--- config.mk ---
export PLATFORM = sky130hd
export DESIGN_NAME = uart_frame_tx_flat
export DESIGN_NICKNAME = d
export VERILOG_FILES = /design/src/rtl/uart_frame_tx_if.sv /design/src/rtl/uart_frame_tx.sv /design/src/flat_wrapper.sv
export SDC_FILE = /design/constraint.sdc
export NUM_CORES = 1
export LEC_CHECK = 0
export CAP_MARGIN = 0
export CORE_MARGIN = 3
export CORE_UTILIZATION = 50
export DETAILED_ROUTE_END_ITERATION = 7
export PLACE_DENSITY_LB_ADDON = 0.3
export SLEW_MARGIN = 15
export SYNTH_ARGS = -nofsm -noshare
export SYNTH_HDL_FRONTEND = slang
export SYNTH_SLANG_ARGS = --single-unit
--- constraint.sdc ---
create_clock -name clk -period 2.8 [get_ports clk]
set_clock_uncertainty 0.15 [all_clocks]
set_input_delay 0.42 -clock clk [delete_from_list [all_inputs] [get_ports clk]]
set_output_delay 0.42 -clock clk [all_outputs]
set_load 0.05 [all_outputs]
--- src/rtl/uart_frame_tx_if.sv ---
// Byte stream link from the frame transmitter to the UART byte transmitter.
// Latency: none, wires only.
// Backpressure: to_uart_ready from the UART side stalls the byte presented by the master.
interface uart_frame_tx_if;
    logic [7:0] to_uart_data;
    logic       to_uart_valid;
    logic       to_uart_ready;
    logic       to_uart_error;

    modport master (
        output to_uart_data,
        output to_uart_valid,
        output to_uart_error,
        input  to_uart_ready
    );

    modport slave (
        input  to_uart_data,
        input  to_uart_valid,
        input  to_uart_error,
        output to_uart_ready
    );
endinterface

--- src/rtl/uart_frame_tx.sv ---
// Snapshots CHANNELS x DATA_BYTES samples and streams SOM, payload, optional checksum, EOM.
// Latency: SOM is presented the cycle after start is seen in IDLE; one byte per clk at full rate.
// Backpressure: the presented byte is held stable until to_uart_ready accepts it; valid never drops without a transfer.
module uart_frame_tx #(
    parameter int         DATA_BYTES  = 4,
    parameter int         CHANNELS    = 1,
    parameter int         CHECKSUM_EN = 1,
    parameter int         CONTINUOUS  = 0,
    parameter logic [7:0] SOM_BYTE    = 8'h73,
    parameter logic [7:0] EOM_BYTE    = 8'h65
) (
    input  logic                             clk,
    input  logic                             rst_n,
    input  logic                             start,
    input  logic [CHANNELS*DATA_BYTES*8-1:0] signal,
    uart_frame_tx_if.master                  tx,
    output logic                             busy,
    output logic                             frame_done,
    output logic                             overrun
);
    localparam int NB = CHANNELS * DATA_BYTES;
    localparam int IW = $clog2(NB) + 1;

    typedef enum logic [2:0] {
        S_IDLE,
        S_SOM,
        S_PAY,
        S_CSUM,
        S_EOM
    } state_t;

    state_t               state_q, state_d;
    logic [IW-1:0]        idx_q, idx_d;
    logic [7:0]           csum_q, csum_d;
    logic [7:0]           data_q, data_d;
    logic                 vld_q, vld_d;
    logic                 busy_q, busy_d;
    logic                 done_q, done_d;
    logic                 ovr_q, ovr_d;
    logic [NB-1:0][7:0]   snap_q, snap_d;

    logic [NB-1:0][7:0]   snap_in;
    logic [IW-1:0]        idx_nxt;
    logic [7:0]           nxt_byte;
    logic [7:0]           csum_sum;
    logic                 xfer;
    logic                 eom_xfer;
    logic                 launch;

    // Reorder the sample bus into transmit order: channel 0 first, MSB byte first within a channel.
    always_comb begin
        snap_in = '0;
        for (int k = 0; k < CHANNELS; k++) begin
            for (int b = 0; b < DATA_BYTES; b++) begin
                snap_in[k*DATA_BYTES + b] = signal[(k*DATA_BYTES + DATA_BYTES - 1 - b)*8 +: 8];
            end
        end
    end

    // Select the payload byte that follows the one currently on the bus.
    always_comb begin
        idx_nxt  = idx_q + IW'(1);
        nxt_byte = '0;
        for (int i = 0; i < NB; i++) begin
            if (idx_nxt == IW'(i)) begin
                nxt_byte = snap_q[i];
            end
        end
    end

    // Next-state and registered-output computation for the frame sequencer.
    always_comb begin
        state_d  = state_q;
        idx_d    = idx_q;
        csum_d   = csum_q;
        data_d   = data_q;
        vld_d    = vld_q;
        snap_d   = snap_q;
        done_d   = 1'b0;
        xfer     = vld_q && tx.to_uart_ready;
        csum_sum = csum_q + data_q;
        eom_xfer = (state_q == S_EOM) && xfer;
        // A new frame launches from IDLE, or straight out of EOM when free-running.
        launch   = ((state_q == S_IDLE) && (start || (CONTINUOUS != 0))) ||
                   (eom_xfer && (CONTINUOUS != 0));

        case (state_q)
            S_IDLE: begin
                vld_d = 1'b0;
            end
            S_SOM: begin
                if (xfer) begin
                    state_d = S_PAY;
                    idx_d   = '0;
                    data_d  = snap_q[0];
                end
            end
            S_PAY: begin
                if (xfer) begin
                    csum_d = csum_sum;
                    if (idx_q == IW'(NB - 1)) begin
                        if (CHECKSUM_EN != 0) begin
                            state_d = S_CSUM;
                            data_d  = csum_sum;
                        end else begin
                            state_d = S_EOM;
                            data_d  = EOM_BYTE;
                        end
                    end else begin
                        idx_d  = idx_nxt;
                        data_d = nxt_byte;
                    end
                end
            end
            S_CSUM: begin
                if (xfer) begin
                    state_d = S_EOM;
                    data_d  = EOM_BYTE;
                end
            end
            S_EOM: begin
                if (xfer) begin
                    done_d  = 1'b1;
                    state_d = S_IDLE;
                    vld_d   = 1'b0;
                    data_d  = '0;
                end
            end
            default: begin
                state_d = S_IDLE;
                vld_d   = 1'b0;
            end
        endcase

        if (launch) begin
            snap_d  = snap_in;
            csum_d  = '0;
            idx_d   = '0;
            state_d = S_SOM;
            data_d  = SOM_BYTE;
            vld_d   = 1'b1;
        end

        // busy dips for one cycle after every accepted EOM, even when the next SOM follows at once.
        busy_d = (state_d != S_IDLE) && !eom_xfer;
        // Any start seen outside IDLE is dropped and remembered until reset.
        ovr_d  = ovr_q || (start && (state_q != S_IDLE));
    end

    // State and output registers.
    always_ff @(posedge clk or negedge rst_n) begin
        if (!rst_n) begin
            state_q <= S_IDLE;
            idx_q   <= '0;
            csum_q  <= '0;
            data_q  <= '0;
            vld_q   <= 1'b0;
            busy_q  <= 1'b0;
            done_q  <= 1'b0;
            ovr_q   <= 1'b0;
            snap_q  <= '0;
        end else begin
            state_q <= state_d;
            idx_q   <= idx_d;
            csum_q  <= csum_d;
            data_q  <= data_d;
            vld_q   <= vld_d;
            busy_q  <= busy_d;
            done_q  <= done_d;
            ovr_q   <= ovr_d;
            snap_q  <= snap_d;
        end
    end

    assign tx.to_uart_data  = data_q;
    assign tx.to_uart_valid = vld_q;
    assign tx.to_uart_error = 1'b0;
    assign busy             = busy_q;
    assign frame_done       = done_q;
    assign overrun          = ovr_q;
endmodule

--- src/flat_wrapper.sv ---
// flat-port wrapper written by rule: the top's interface ports become plain ports
module uart_frame_tx_flat 
#(
    parameter int         DATA_BYTES  = 4,
    parameter int         CHANNELS    = 1,
    parameter int         CHECKSUM_EN = 1,
    parameter int         CONTINUOUS  = 0,
    parameter logic [7:0] SOM_BYTE    = 8'h73,
    parameter logic [7:0] EOM_BYTE    = 8'h65
)
  (clk, rst_n, start, signal, busy, frame_done, overrun, tx_to_uart_data, tx_to_uart_valid, tx_to_uart_error, tx_to_uart_ready);
  uart_frame_tx_if tx_i ();
  input  logic clk;
  input  logic rst_n;
  input  logic start;
  input  logic [CHANNELS*DATA_BYTES*8-1:0] signal;
  output logic busy;
  output logic frame_done;
  output logic overrun;
  output wire logic [$bits(tx_i.to_uart_data)-1:0] tx_to_uart_data;
  output wire logic [$bits(tx_i.to_uart_valid)-1:0] tx_to_uart_valid;
  output wire logic [$bits(tx_i.to_uart_error)-1:0] tx_to_uart_error;
  input wire logic [$bits(tx_i.to_uart_ready)-1:0] tx_to_uart_ready;
  assign tx_to_uart_data = tx_i.to_uart_data;
  assign tx_to_uart_valid = tx_i.to_uart_valid;
  assign tx_to_uart_error = tx_i.to_uart_error;
  assign tx_i.to_uart_ready = tx_to_uart_ready;
  uart_frame_tx #(.DATA_BYTES(DATA_BYTES), .CHANNELS(CHANNELS), .CHECKSUM_EN(CHECKSUM_EN), .CONTINUOUS(CONTINUOUS), .SOM_BYTE(SOM_BYTE), .EOM_BYTE(EOM_BYTE)) u_core (.clk(clk), .rst_n(rst_n), .start(start), .signal(signal), .tx(tx_i), .busy(busy), .frame_done(frame_done), .overrun(overrun));
endmodule
==> reports/results.txt <==
outcome -> finished clean
die area -> 7590 um2
Synth Area in Compound Gates -> 0.162
post-CTS setup buffer count -> 0
post-route insts no fill -> 509
post-synthesis xor/xnor area fraction -> 0.0133
fraction of registers with async set/reset -> 1.00
initial antenna violation count -> 0
top achievable clock speed -> 406 MHz
placed insts -> 493
Worst setup EP type -> flip-flop
final wirelength -> 7.93 mm
Unique masters post-synth -> 54
clock tree buffer depth -> 2
critical path class -> flip-flop to flip-flop
Detail Route Antenna Nets -> 0
CTS buffer count -> 9
DR WL met2 -> 3.77 mm
Clk pwr share -> 0.155
final instance area -> 3980 um2
Ys Warns -> 0
Sequential Power Share -> 0.348
CTS tree -> built
global-route wire length before repair -> 13.3 mm
Layout area overhead -> 20.9%
largest net degree at the start of global routing -> 31
DP Wirelength -> 5.90 mm
Pwr Density -> 1090 nW/um2
Worst EP required -> 2.86 ns
startpoint types -> flip-flop
endpoints failing setup -> 0
part of the cycle the worst path needs -> 0.879
Syn Nets -> 438
metal3 WL -> 472 um
Worst Tran Pin Value -> 0.681 ns
htree depth -> 3
DR iter-0 viols -> 205
GP Congestion -> 0.878
DR top layer -> met4
Pre-Repair DR Iteration Count -> 4
initial core utilization -> 0.537
Internal Power -> 2.44 mW
Clock Latency Late Sink -> 0.34 ns
TNS Setup -> 0 ns
largest family of logic cells by synthesized area -> simple AND/OR/NAND/NOR gates
die height -> 87.1 um
sw power -> 1.90 mW
I/O Buffers -> 47
final hold vios -> 0
pre-CTS setup slack -> 0.361 ns
Comb pwr share -> 0.497
GRT overflow -> 0
Synth Register Bits -> 58
syn avg cell area -> 8.48 um2
vias per std cell -> 5.73
multiplexer share of the synthesized area -> 0.0190
shortest period the worst path allows -> 2.46 ns
Mapped Area -> 3290 um2
worst hold slack -> 0.305 ns
setup ws final -> 0.339 ns
Total GRT Usage -> 0.227
routed vias -> 2916
Post-synth EDFFs -> 0
clock sink count -> 58
ANT cells -> 0
Clock Tree Root -> clkbuf_8
Max-Cap Viols -> 0
Final Net Count -> 480
maximum fanout along the worst path -> 3
cells after synthesis -> 388
RSZ-0062 raised after global routing -> false
Max-slew headroom -> 0.546
Slew Viols, Final -> 0
Synth Flop Type -> dfrtp_1
vias in the first global route -> 2777
CP arrival -> 2.53 ns
Die X-Extent -> 87.1 um
sw frac -> 0.438
I/O Pins -> 49
post-synthesis simple-gate area fraction -> 0.259
peak supply drop -> 0.586 mV
worst min path class -> flip-flop to flip-flop
Residual DRC -> 0
most common cell after layout, fill and taps aside -> nand2_1
area post-placement -> 3800 um2
most frequent cells in the layout -> 123 x nand2_1, 58 x dfrtp_1, 46 x clkdlybuf4s50_1
Row Count -> 28
layout cell share with drive strength beyond 1 -> 0.0691
post-synthesis sequential area ratio -> 0.441
CORE AREA -> 6130 um2
LEAKAGE -> 1.89 nW
routed len/inst -> 15.6 um
Worst-path clk slew -> 0.06 ns
M1 wire length -> 3.47 mm
fraction of the mapped netlist area in adder cells -> 0.0555
-- worst max-delay path, cell delays in order, from the launching register on --
cell	delay, ns
dfrtp_1	0.40
ha_1	0.25
fa_1	0.44
a211oi_1	0.29
nor4b_1	0.09
nor4_1	0.34
nor3_1	0.08
o32a_1	0.30
-- Yosys cell counts (all sizes together) (2+ instances only) --
master / n / area share
a311oi: 2 / 0.0053
o22ai: 4 / 0.0076
a221oi: 2 / 0.0053
nor3: 3 / 0.0046
clkbuf: 7 / 0.0080
ha: 13 / 0.049
nor2b: 4 / 0.0076
a32oi: 2 / 0.0053
dfrtp: 58 / 0.44
o211a: 2 / 0.0061
nor2: 22 / 0.026
nand2b: 6 / 0.016
o21ai: 22 / 0.033
or2: 2 / 0.0038
a21o: 8 / 0.018
or3: 2 / 0.0053
buf: 16 / 0.029
nand3: 16 / 0.024
and2: 3 / 0.0057
nor4: 2 / 0.0038
inv: 11 / 0.013
a221o: 3 / 0.0091
xor2: 2 / 0.0053
a22o: 2 / 0.0053
mux2: 2 / 0.0068
mux2i: 4 / 0.012
nand2: 123 / 0.14
a211oi: 3 / 0.0068
a21oi: 6 / 0.0091
nor3b: 2 / 0.0046
o31ai: 3 / 0.0068
a31oi: 7 / 0.013
and3: 5 / 0.0095
o211ai: 2 / 0.0046
xnor2: 3 / 0.0080
-- cell families after synthesis --
group,after synthesis
other,1
flip-flops,58
multiplexers,6
AO/OA/AOI/OAI,77
adder cells (fa/ha/maj),14
buffers and inverters,34
XOR/XNOR,5
AND/OR/NAND/NOR,193
-- metrics by stage --
stage | total power, mW | util
floorplan | 3.04 | -
global placement | 3.60 | 0.620
detailed placement | 3.66 | 0.620
CTS | 4.35 | 0.649
global route | 4.69 | 0.649
finish | 4.35 | 0.649
-- layer usage --
metal	track usage	vias to the layer above
met5	0	-
met4	0.0934	0
met3	0.0473	22
met2	0.362	110
met1	0.302	1366
li1	-	1418
-- layout make-up --
class	count	area (um2)
Fill cell	535	2150
Multi-Input combinational cell	296	1680
Sequential cell	58	1450
Timing Repair Buffer	54	546
Clock buffer	12	155
Tap cell	75	93.8
Inverter	11	41.3
Clock inverter	3	15.0
-- state kept, by name, summed over array words and instances (netlist names) --
register and cells:
u_core.tx.to_uart_data 8, u_core.overrun 1, u_core.frame_done 1, u_core.state_q 3, u_core.busy 1, u_core.csum_q 8
u_core.idx_q 3, u_core.tx.to_uart_valid 1, u_core.snap_q 32
-- worst paths after layout --
check	start	endpoint	slack, ns	cells past startpoint
min in group asynchronous	rst_n	u_core.tx.to_uart_data[1]	0.50	2
hold reg to reg	u_core.overrun	u_core.overrun	0.31	1
setup reg to reg	u_core.tx.to_uart_data[0]	u_core.tx.to_uart_data[6]	0.34	7
setup / recovery	u_core.tx.to_uart_data[0]	u_core.tx.to_uart_data[6]	0.34	7
max in group asynchronous	rst_n	u_core.snap_q[30]	1.41	3
hold / removal	u_core.overrun	u_core.overrun	0.31	1
-- power by group through the flow --
| stage | Clock, mW | Sequential (mW) | Combinational (mW) |
|---|---|---|---|
| 6_report | 0.674 | 1.51 | 2.16 |
| 2_1_floorplan | 0 | 1.60 | 1.44 |
| 3_5_place_dp | 0 | 1.52 | 2.14 |
| 5_1_grt | 0.731 | 1.56 | 2.40 |
| 3_3_place_gp | 0 | 1.50 | 2.09 |
| 4_1_cts | 0.685 | 1.51 | 2.15 |
-- repair_timing --
item,4_1_cts,5_1_grt
hold buffers,1,0
endpoints found under the hold margin,28,0
resized for setup,0,0
(Power assumes the default switching activity.)
==> patch, RTL diff (same flow settings) <==
Take the reset off `csum_q` and load it in a clocked block of its own.
--- a/src/rtl/uart_frame_tx.sv
+++ b/src/rtl/uart_frame_tx.sv
@@ -154,3 +154,2 @@
             idx_q   <= '0;
-            csum_q  <= '0;
             data_q  <= '0;
@@ -164,3 +163,2 @@
             idx_q   <= idx_d;
-            csum_q  <= csum_d;
             data_q  <= data_d;
@@ -172,2 +170,6 @@
         end
+    end
+
+    always_ff @(posedge clk) begin
+        csum_q <= csum_d;
     end
Formal check against the unedited RTL: no difference found for any inputs over 4 cycles, from zero or initial values and one cycle with rst_n low; that may be too few to reach the edited logic, so the function may still have changed.
==> patch against the original RTL <==
Area after synthesis down 2.2%; sequential cell count unchanged; design area down 1.3%; worst hold slack better by 0.0083 ns; utilization down 0.12 points; total power up 5.2%; combinational power up 5%; setup slack better by 0.039 ns; routed wire length down 3.5%; global-route usage about the same; largest cell class unchanged.
==> patch: results (changes against the original RTL) <==
stage,metric,value,unit,change
sta,finalSetupViolations,0,,unchanged
setup_path,r2r_end,u_core.tx.to_uart_data[2],,
setup_path,crit_end,u_core.tx.to_uart_data[2],,
logic_synthesis,syn_nets,434,,-0.91%
drt,detail_route.wl_per_cell,15.1,um,-3.3%
placed_design,portBuffers,47,,unchanged
clock_tree,htree_levels,3,,unchanged
final_layout,fin_nets,478,,-0.42%
grt,grt_pass1_wl,13.2,mm,-0.72%
setup_path,rrSetupSlack,0.38,ns,+0.04 ns
status,status,finished clean,,
grt,grt_pass1_vias,2735,,-1.5%
setup_path,cp-startpoint,u_core.idx_q[0],,
final_layout,drive_gt1_share,7.16,%,+0.25 points
clock_tree,post_cts_buffers,0,,unchanged
worst_hold_path,min_path_type,flip-flop to flip-flop,,
clock_tree,numCtsBuffers,9,,unchanged
power_and_ir_drop,p_leak,1.79,nW,-5.5%
logic_synthesis,ys_top_cells_by_count,"127 x nand2_1, 50 x dfrtp_1, 20 x nor2_1",,
final_layout,largest_register_ffs,32,,unchanged
clock_tree,ctsResizeCount,0,,unchanged
setup_path,critical_path.top_delay_family,adder cells,,
placed_design,gp_congestion,0.831,,-5.4%
setup_path,critical_path.slowest_cell,ha_1,,
drt,drtIter0Drc,254,,+24%
logic_synthesis,netlist_top_cells_area,"dfrtp_1 39%, nand2_1 15%, ha_1 5.1%",,
drt,firstDrtPassIters,6,,+2
drt,routed_via_density,5.68,,-0.94%
grt,grt_usage,22.7,%,about the same
logic_synthesis,yosys_warnings,0,,unchanged
setup_path,crit_arrival,2.50,ns,-0.03 ns
clock_tree,cts-root-buf,clkbuf_8,,
logic_synthesis,seq_area_frac_synth,43.9,%,-0.23 points
setup_path,rr_worst_depth,6,,-1
placed_design,dpl.hpwl,5.58,mm,-5.5%
power_and_ir_drop,vdd_drop_max,0.792,mV,+35%
setup_path,slowest_delay,0.44,ns,about the same
sta,max_slew_margin,60.3,%,+5.8 points
final_layout,antenna_cells,0,,unchanged
clock_tree,clkTransAtPathRegs,0.07,ns,
clock_tree,clockBufferDepth,2,,unchanged
grt,antenna_found_initial,0,,unchanged
logic_synthesis,synth.distinct_cells,54,,unchanged
grt,grt_max_degree,34,,+9.7%
logic_synthesis,synthArstFlopShare,86.2,%,-14 points
clock_tree,clk_latency,0.34,ns,about the same
setup_path,worst-path-max-fanout,12,,+9
final_layout,regMostFlops,u_core.snap_q,,
final_layout,nFillCells,522,,-2.4%
[patch: cell count changes in the layout (fill, tap and decap cells not counted), moves of 3 or more]
cell	unedited run	this run
a21o_1	8	5
and3_1	5	2
a221o_1	3	0
dfxtp_1	0	8
nand3_1	16	2
o21ai_1	0	7
a21oi_1	6	19
nand2_1	123	127
dfrtp_1	58	50
o21ai_0	22	14
[patch: worst reg2reg max path, delay by kind of cell (launching register included)]
family | cells | cell delay [ns]
fa+ha+maj | 2 | 0.68
flops | 1 | 0.42
simple gates | 2 | 0.41
compound gates | 1 | 0.39
mux | 1 | 0.27
[patch: what timing repair did]
item                       4_1_cts  5_1_grt
hold endpoints to repair        17        0
setup endpoints to repair        0        0
hold buffers                     1        0
[patch: layer usage]
| metal | share of wire, % | up-vias | wire, um | GRT usage (%) |
|---|---|---|---|---|
| met5 | 0 | - | 0 | 0 |
| met4 | 3.3 | 0 | 252 | 11.2 |
| met3 | 7.1 | 30 | 541 | 4.85 |
| met2 | 47 | 135 | 3610 | 35.9 |
| met1 | 42 | 1326 | 3250 | 29.8 |
| li1 | - | 1392 | - | - |
[patch: area by class of cell]
cell class | instances | area, um2 | share of cell area, %
Clock buffer | 14 | 163 | 4.14
Clock inverter | 2 | 35.0 | 0.892
Inverter | 12 | 45.0 | 1.15
Multi-Input combinational cell | 293 | 1660 | 42.2
Sequential cell | 58 | 1410 | 35.9
Tap cell | 75 | 93.8 | 2.39
Timing Repair Buffer | 54 | 520 | 13.3
[patch: cells by family after synthesis]
logic type	Yosys count	share of synthesized area (%)
AOI/OAI and AO/OA	82	16.9
DFF	58	43.9
xor gates and xnor gates	6	2.06
and+or+nand+nor	182	24.1
adders and majority gates	14	5.68
muxes	8	2.57
other	1	0.117
buffers and inverters	33	4.67
[patch: worst min path at each step]
stage | from | to | slack (ns) | depth (start not counted)
floorplan | rst_n | u_core.busy | -0.03 | 0
CTS | u_core.csum_q[3] | u_core.csum_q[3] | 0.32 | 2
detailed placement | rst_n | u_core.snap_q[13] | 0.22 | 1
global route | u_core.csum_q[3] | u_core.csum_q[3] | 0.34 | 2
global placement | rst_n | u_core.snap_q[13] | 0.22 | 1
finish | u_core.csum_q[3] | u_core.csum_q[3] | 0.31 | 2
[patch: per-stage QoR]
step | cell area [um2] | cells | worst slack (ns)
after floorplan | 3220 | 384 | 0.321
after global placement | 3720 | 491 | 0.464
after detailed placement | 3720 | 491 | 0.403
after CTS | 3930 | 508 | 0.374
after global routing | 3930 | 508 | 0.215
final | 3930 | 508 | 0.378
[patch: power by group]
part | total [mW] | switching, mW | leakage (nW) | internal (mW)
Combinational | 2.26 | 1.33 | 1.01 | 0.935
Clock | 0.779 | 0.319 | 0.101 | 0.459
Sequential | 1.53 | 0.336 | 0.678 | 1.20
